`src/rtl/muldiv_unit.sv`:
```
// Multi-cycle RV32M multiply/divide unit with valid/ready handshakes on both sides.
// Multiply takes one product cycle; divide uses a restoring shift-subtract, one bit per cycle.
//
// state   | meaning
// S_IDLE  | waiting for a request, in_ready high
// S_MUL   | register the 2*XLEN product
// S_DINIT | load operand magnitudes and the iteration counter
// S_DIV   | one quotient bit per cycle
// S_FIX   | sign correction / high-low select into result
// S_SPEC  | divide-by-zero or signed overflow result
// S_DONE  | result valid, held until out_ready
module muldiv_unit #(
    parameter int XLEN       = 32,
    parameter int DIV_RADIX2 = 1
) (
    input  logic            clk,
    input  logic            rst_n,
    input  logic            flush,
    input  logic            in_valid,
    output logic            in_ready,
    input  logic [2:0]      op,
    input  logic [XLEN-1:0] a,
    input  logic [XLEN-1:0] b,
    output logic            out_valid,
    input  logic            out_ready,
    output logic [XLEN-1:0] result,
    output logic            busy
);
    localparam int CW = $clog2(XLEN);
    localparam logic [XLEN-1:0] MIN_INT = {1'b1, {(XLEN-1){1'b0}}};

    typedef enum logic [2:0] {
        S_IDLE, S_MUL, S_DINIT, S_DIV, S_FIX, S_SPEC, S_DONE
    } state_t;

    state_t state, state_nx;

    logic [2:0]        op_q;
    logic [XLEN-1:0]   a_q, b_q, quo_q, rem_q, dvs_q, result_q;
    logic [2*XLEN-1:0] prod_q;
    logic [CW-1:0]     cnt_q;

    logic              accept, spec, div_sgn;
    logic [2*XLEN-1:0] mul_a, mul_b;
    logic [XLEN-1:0]   a_mag, b_mag, q_fix, r_fix, fix_res, spec_res;
    logic [XLEN:0]     trial;

    // Special divide cases are recognised on the raw request operands.
    assign spec   = op[2] && ((b == '0) || (!op[0] && (a == MIN_INT) && (b == '1)));
    assign accept = (state == S_IDLE) && in_valid && !flush;

    always_ff @(posedge clk) begin
        if (!rst_n) state <= S_IDLE;
        else        state <= state_nx;
    end

    always_comb begin
        state_nx  = state;
        in_ready  = 1'b0;
        out_valid = 1'b0;
        busy      = 1'b1;
        case (state)
            S_IDLE: begin
                in_ready = 1'b1;
                busy     = 1'b0;
                if (in_valid) state_nx = spec ? S_SPEC : (op[2] ? S_DINIT : S_MUL);
            end
            S_MUL:   state_nx = S_FIX;
            S_DINIT: state_nx = S_DIV;
            S_DIV:   if (cnt_q == '0) state_nx = S_FIX;
            S_FIX:   state_nx = S_DONE;
            S_SPEC:  state_nx = S_DONE;
            S_DONE: begin
                out_valid = 1'b1;
                if (out_ready) state_nx = S_IDLE;
            end
            default: state_nx = S_IDLE;
        endcase
        if (flush) state_nx = S_IDLE;
    end

    assign result = result_q;

    // Sign extension to 2*XLEN makes a plain unsigned multiply exact for all four variants.
    assign mul_a = {{XLEN{((op_q == 3'd1) || (op_q == 3'd2)) && a_q[XLEN-1]}}, a_q};
    assign mul_b = {{XLEN{(op_q == 3'd1) && b_q[XLEN-1]}}, b_q};

    assign div_sgn = !op_q[0];
    // MIN_INT negates to itself, which is still the correct unsigned magnitude.
    assign a_mag   = (div_sgn && a_q[XLEN-1]) ? -a_q : a_q;
    assign b_mag   = (div_sgn && b_q[XLEN-1]) ? -b_q : b_q;
    assign trial   = {rem_q, quo_q[XLEN-1]} - {1'b0, dvs_q};

    assign q_fix = (div_sgn && (a_q[XLEN-1] ^ b_q[XLEN-1])) ? -quo_q : quo_q;
    assign r_fix = (div_sgn && a_q[XLEN-1]) ? -rem_q : rem_q;

    always_comb begin
        fix_res = '0;
        if (op_q[2])                fix_res = op_q[1] ? r_fix : q_fix;
        else if (op_q[1:0] == 2'b00) fix_res = prod_q[XLEN-1:0];
        else                        fix_res = prod_q[2*XLEN-1:XLEN];
    end

    always_comb begin
        spec_res = '0;
        if (b_q == '0) spec_res = op_q[1] ? a_q : '1;
        else           spec_res = op_q[1] ? '0 : a_q;
    end

    always_ff @(posedge clk) begin
        if (!rst_n) begin
            op_q     <= '0;
            a_q      <= '0;
            b_q      <= '0;
            prod_q   <= '0;
            quo_q    <= '0;
            rem_q    <= '0;
            dvs_q    <= '0;
            cnt_q    <= '0;
            result_q <= '0;
        end else if (!flush) begin
            if (accept) begin
                op_q <= op;
                a_q  <= a;
                b_q  <= b;
            end
            case (state)
                S_MUL: prod_q <= mul_a * mul_b;
                S_DINIT: begin
                    quo_q <= a_mag;
                    rem_q <= '0;
                    dvs_q <= b_mag;
                    cnt_q <= CW'(XLEN / DIV_RADIX2 - 1);
                end
                S_DIV: begin
                    if (!trial[XLEN]) begin
                        rem_q <= trial[XLEN-1:0];
                        quo_q <= {quo_q[XLEN-2:0], 1'b1};
                    end else begin
                        rem_q <= {rem_q[XLEN-2:0], quo_q[XLEN-1]};
                        quo_q <= {quo_q[XLEN-2:0], 1'b0};
                    end
                    if (cnt_q != '0) cnt_q <= cnt_q - 1'b1;
                end
                S_FIX:   result_q <= fix_res;
                S_SPEC:  result_q <= spec_res;
                default: ;
            endcase
        end
    end
endmodule
```
`config.mk`:
```
export PLATFORM = sky130hd
export DESIGN_NAME = muldiv_unit
export DESIGN_NICKNAME = d
export VERILOG_FILES = /design/src/rtl/muldiv_unit.sv
export SDC_FILE = /design/constraint.sdc
export NUM_CORES = 2
export LEC_CHECK = 0
export ABC_CLOCK_PERIOD_IN_PS = 18120
export BUFFER_PORTS_ARGS = -buffer_cell sky130_fd_sc_hd__buf_2
export CORE_MARGIN = 10
export CORE_UTILIZATION = 55
export CTS_CLUSTER_DIAMETER = 120
export CTS_CLUSTER_SIZE = 20
export DETAILED_ROUTE_END_ITERATION = 8
export PLACE_DENSITY_LB_ADDON = 0.15
export REMOVE_ABC_BUFFERS = 1
export SLEW_MARGIN = 10
export SYNTH_ARGS = -nofsm -noshare
export SYNTH_HDL_FRONTEND = slang
export SYNTH_SLANG_ARGS = --single-unit
```
`constraint.sdc`:
```
create_clock -name clk -period 18.12 [get_ports clk]
set_input_delay 0.906 -clock clk [delete_from_list [all_inputs] [get_ports clk]]
set_output_delay 0.906 -clock clk [all_outputs]
set_load 0.005 [all_outputs]
```
After elaboration in Yosys (flattened, before gate mapping)
Cells that the tools add are included.
{"block": "word_totals", "ff_bits": 267, "latchBits": 0, "mem_bits_rw": 0, "mem_bits_ro": 0, "input_bits": 72, "wordCells": 92, "memories": 0}
{"block": "classes", "n_addsub": 6, "mul": 1, "div": 0, "order_cmp": 0, "n_eq_ne": 14, "shift": 0, "muxes": 26, "n_bitwise": 3, "n_reduce_logical": 32}
{"operator": "32-bit two-way mux", "n": 11}
{"operator": "32-bit case mux with 2 select lines", "n": 3}
{"operator": "32-bit negation", "n": 4}
{"operator": "32-bit == test (second input constant)", "n": 2}
{"operator": "32-bit zero test", "n": 2}
{"operator": "33-bit by 33-bit multiplier with 64-bit output", "n": 1}
{"operator": "33-bit by 32-bit subtractor with 33-bit output", "n": 1}
{"operator": "3-bit case mux with 6 select lines", "n": 1}
{"operator": "3-bit two-way mux", "n": 4}
{"operator": "1-bit logical AND", "n": 10}
{"operator": "5-bit case mux with 2 select lines", "n": 1}
{"operator": "2-bit AND reduction", "n": 5}
{"operator": "3-bit by 2-bit == test with 1-bit output (second input constant)", "n": 3}
{"operator": "3-bit == test (second input constant)", "n": 3}
{"operator": "2-bit inequality test (second input constant)", "n": 4}
{"operator": "3-bit by 1-bit == test with 1-bit output (second input constant)", "n": 2}
{"operator": "3-bit AND reduction", "n": 2}
{"operator": "5-bit zero test", "n": 1}
{"operator": "5-bit two-way mux", "n": 1}
{"operator": "5-bit nonzero test", "n": 1}
{"operator": "5-bit by 1-bit subtractor with 5-bit output (second input constant)", "n": 1}
{"operator": "1-bit two-way mux", "n": 4}
{"operator": "2-bit nonzero test", "n": 2}
{"operator": "2-bit OR reduction", "n": 2}
{"operator": "7 further kinds", "n": 11}

Depth between registers and ports, before layout
{"block": "depth", "depth_word": 8, "mapped_depth": 32, "mapped_depth_nobuf": 29}

Least setup slack after synthesis
No wires, ideal clock.
{"block": "synth_timing", "path_type": "flip-flop to flip-flop", "startpoint": "register op_q[0]", "endpoint": "register prod_q[57]", "setup_time_ps": 126, "arrival_ps": 8370, "t_required_ps": 17994, "setup_slack_ps": 9624, "stages_incl_launch_ff": 30, "synth_period_minus_slack_ps": 8496, "cell_sequence": "dfxtp_1 -> clkbuf_1 -> xnor2_1 -> nor3b_1 -> clkbuf_1 -> nand2_1 -> fa_1 -> fa_1 -> inv_1 -> fa_1 -> inv_1 -> fa_1 -> inv_1 -> fa_1 -> fa_1 -> fa_1 -> inv_1 -> fa_1 -> inv_1 -> ha_1 -> inv_1 -> o21bai_1 -> a221oi_1 -> o31ai_1 -> o21ba_2 -> nor2_1 -> nand2_1 -> a221oi_1 -> xor2_1 -> o21ai_0"}
{"block": "synth_between", "elab_chain_cells": 4, "word_cells_on_any_way": 6, "cone_classes": "mul (1); eq/ne (2); reduce/logical (3)"}
{"item": "start: declaration", "line_no": "38", "source": "logic [2:0] op_q;"}
{"item": "start signal: assignment", "line_no": "123", "source": "op_q <= op;"}
{"item": "3-bit by 1-bit == test with 1-bit output or 3-bit by 2-bit == test with 1-bit output (tied branches)", "line_no": "85, 86"}
{"item": "1-bit logical OR", "line_no": "85", "source": "assign mul_a = {{XLEN{((op_q == 3'd1) || (op_q == 3'd2)) && a_q[XLEN-1]}}, a_q};"}
{"item": "1-bit logical AND", "line_no": "85"}
{"item": "33-bit by 33-bit multiplier with 64-bit output *", "line_no": "128", "source": "S_MUL: prod_q <= mul_a * mul_b;"}
{"item": "end signal: assignment", "line_no": "128"}
{"item": "end: declaration", "line_no": "40", "source": "logic [2*XLEN-1:0] prod_q;"}
Mark *: on every way between the ends. The rest lies on a longest branch, timed or not.
A chain may end at the register's enable or synchronous reset.

Worst setup path in the final report
{"block": "layout_timing", "startpoint": "register op_q[1]", "endpoint": "register prod_q[57]"}
The elaborated chain is that of the path after synthesis.

==> results.txt <==
outcome: finished, final reports clean
core box area: 96700 um^2
final clock skew: 0.0523 ns
Sw Pwr: 0.701 mW
GP Congestion: 0.948
RSZ-0062 raised after global routing: false
# port buffers: 106
initial antenna violation count: 7
layout cells sized above 1: 0.0497
Top FF cell, synth: dfxtp_1
Non-Filler Instances: 7434
RR Startpoint: op_q[1]
Final Hold Fails: 0
clock sink count: 267
sum of negative setup slack: 0 ns
starting density of the core: 0.555
initial drt markers: 3822
fin crit period: 9.90 ns
WP data required: 18.55 ns
LEAKAGE: 25.0 nW
count leader, synth: inv_1
global-route wire length before repair: 264 mm
CP max-delay cell: fa_1
H-tree Lvls: 1
ranking of synthesized cells by area: fa_1 42%, dfxtp_1 10%, inv_1 8.7%
slew margin rel.: 0.153
Mean Syn Cell Area: 8.48 um^2
Post-CTS Resized: 0
slowest cell delay on critical path: 0.99 ns
GRT Total Usage: 0.304
Die H: 332 um
wire per inst: 22.6 um
drt total wl: 168 mm
top cells by count, synth: 1240 x inv_1, 1159 x nand2_1, 1126 x fa_1
Synth Cell Area: 53700 um^2
IO Count: 107
critical path launch point type: flop
Final setup viols: 0
clock latency on the worst-skew pair: 0.59 ns
Max clock buf depth: 3
setup ws final: 8.22 ns
num rows: 114
FF-to-FF End: prod_q[57]
EDFF count, synth: 0
clk slew on worst S/H paths: 0.09 ns
CTS root buffer: clkbuf_16
Worst Max-Slew Pin Slew: 1.27 ns
Yosys Warn Count: 0
Detailed Routing Iterations Pass 1: 6
Crit. Startpoint: op_q[1]
DR vias: 43100
Routed Antenna Nets: 0
critical path class: flop to flop
TritonCTS clock tree: done
share of the synthesized area in the top cell type: 0.420
Critical Path End: prod_q[57]
vias in the first global route: 44500
Fmax: 101 MHz
crit share post-route: 0.547
# Max-Cap Violations: 0
peak supply drop: 0.0883 mV
area leader, netlist: fa_1
CTS Buf Count: 18
CP arrival: 10.33 ns
worst reg-to-reg path cell count: 31
post-synth cell types: 78
internal power: 0.994 mW
hold buffers post-CTS: 0
largest net degree at the start of global routing: 76
Post-Synthesis Cells: 6333
drt drc: 0
area grow syn2layout: 3.60%
met3 wire length: 16.8 mm
number of fill cells: 9020
die width: 332 um
register area share after synthesis: 0.0996
Top Metal Used: met5
Placed Instances: 7410
Net Sw Frac: 0.414
Logic pwr share: 0.382
Max Transition Viols Final: 0
Place WS: 8.22 ns
grt total ovfl: 0
worst-path maximum fanout: 73
setup repair bufs after CTS: 0
Hold WC Path Type: flop to flop
ys async rst share: 0
r2r setup slk: 8.22 ns
part of the power in registers: 0.364
Pwr per Cell Area: 30.5 nW/um^2
endpoint class of the critical path: flop
metal2 WL: 75.4 mm
fin nets: 7603
Post-DP HPWL: 125 mm
drt via density: 5.80
Clock Power Share: 0.255
Yosys reg bits: 267
area of the die: 110000 um^2
WL met1: 68.1 mm
[worst max-delay path, delay by kind of cell (launching register included)]
kind,cells,cell delay [ns]
compound gates,6,1.13
simple gates,4,0.57
xor+xnor,2,0.42
fa+ha+maj,9,5.22
flops,1,0.32
buf+inv,10,2.06
[area by class of cell]
type / count / area, um^2 / area share
Tap cell: 1276 / 1600 / 0.0287
Timing Repair Buffer: 209 / 1300 / 0.0234
Multi-Input combinational cell: 4418 / 42200 / 0.758
Inverter: 1240 / 4660 / 0.0838
Clock inverter: 5 / 57.6 / 0.00104
Sequential cell: 267 / 5370 / 0.0965
Clock buffer: 18 / 450 / 0.00810
Antenna cell: 1 / 2.50 / 0.0000450
[layer usage]
metal | GRT usage | vias up
li1 | - | 18900
met1 | 0.408 | 21800
met2 | 0.480 | 1973
met3 | 0.0726 | 372
met4 | 0.106 | 2
met5 | 0 | -
[how the worst min path moves through the flow]
stage / startpoint / end / slack, ns / depth (start not counted)
floorplan: prod_q[34] / prod_q[34] / 0.43 / 2
CTS: prod_q[42] / prod_q[42] / 0.45 / 2
detailed placement: prod_q[42] / prod_q[42] / 0.44 / 2
global route: b_q[13] / b_q[13] / 0.47 / 2
finish: prod_q[42] / prod_q[42] / 0.45 / 2
global placement: prod_q[0] / prod_q[0] / 0.44 / 2
[cells in the final DEF, fill, tap and decap left out, drive strengths merged, types with 15 or more instances in the layout]
| master | netlist | final |
|---|---|---|
| nand3 | 43 | 43 |
| ha | 251 | 251 |
| a211oi | 61 | 61 |
| nand4 | 26 | 26 |
| fa | 1126 | 1126 |
| a31oi | 48 | 48 |
| mux2i | 37 | 37 |
| nand2b | 21 | 21 |
| o221ai | 37 | 37 |
| buf | 84 | 209 |
| nor3 | 41 | 41 |
| dfxtp | 267 | 267 |
| nor4 | 28 | 28 |
| inv | 1240 | 1242 |
| and3 | 15 | 15 |
| nor2 | 189 | 189 |
| or3 | 24 | 24 |
| nor2b | 32 | 32 |
| clkbuf | 324 | 18 |
| o21ai | 175 | 175 |
| nand2 | 1161 | 1161 |
| o211ai | 41 | 41 |
| xor2 | 79 | 79 |
| a21oi | 314 | 314 |
| xnor2 | 126 | 126 |
| o21a | 16 | 16 |
| a21o | 49 | 49 |
| and2 | 298 | 298 |
| o31ai | 28 | 28 |
[power groups by stage]
stage	combinational [mW]	clock (mW)	sequential (mW)
final	0.647	0.432	0.617
after global routing	0.708	0.456	0.618
after CTS	0.640	0.438	0.616
after detailed placement	0.637	0	0.630
after global placement	0.628	0	0.629
after floorplan	0.368	0	0.662
[flip-flops by register name (all words and copies together), names as in the netlist]
register / flops
quo_q: 32
result: 32
rem_q: 32
prod_q: 64
dvs_q: 32
cnt_q: 5
op_q: 3
state: 3
b_q: 32
a_q: 32
[kinds of logic after synthesis]
group | synth area share
muxes | 0.0101
buffers and inverters | 0.116
adders and majority gates | 0.478
xor gates and xnor gates | 0.0335
DFF | 0.0996
and+or+nand+nor | 0.163
AOI/OAI and AO/OA | 0.0997
[per-stage QoR]
stage	power (mW)	util	instance area, um^2	hold WS [ns]
after floorplan	1.03	-	52100	0.427
after global placement	1.26	0.570	55100	0.436
after detailed placement	1.27	0.570	55100	0.442
after CTS	1.69	0.575	55600	0.452
after global routing	1.78	0.575	55600	0.472
final	1.70	0.575	55600	0.451
No activity file was read; power rests on OpenSTA's default activity.
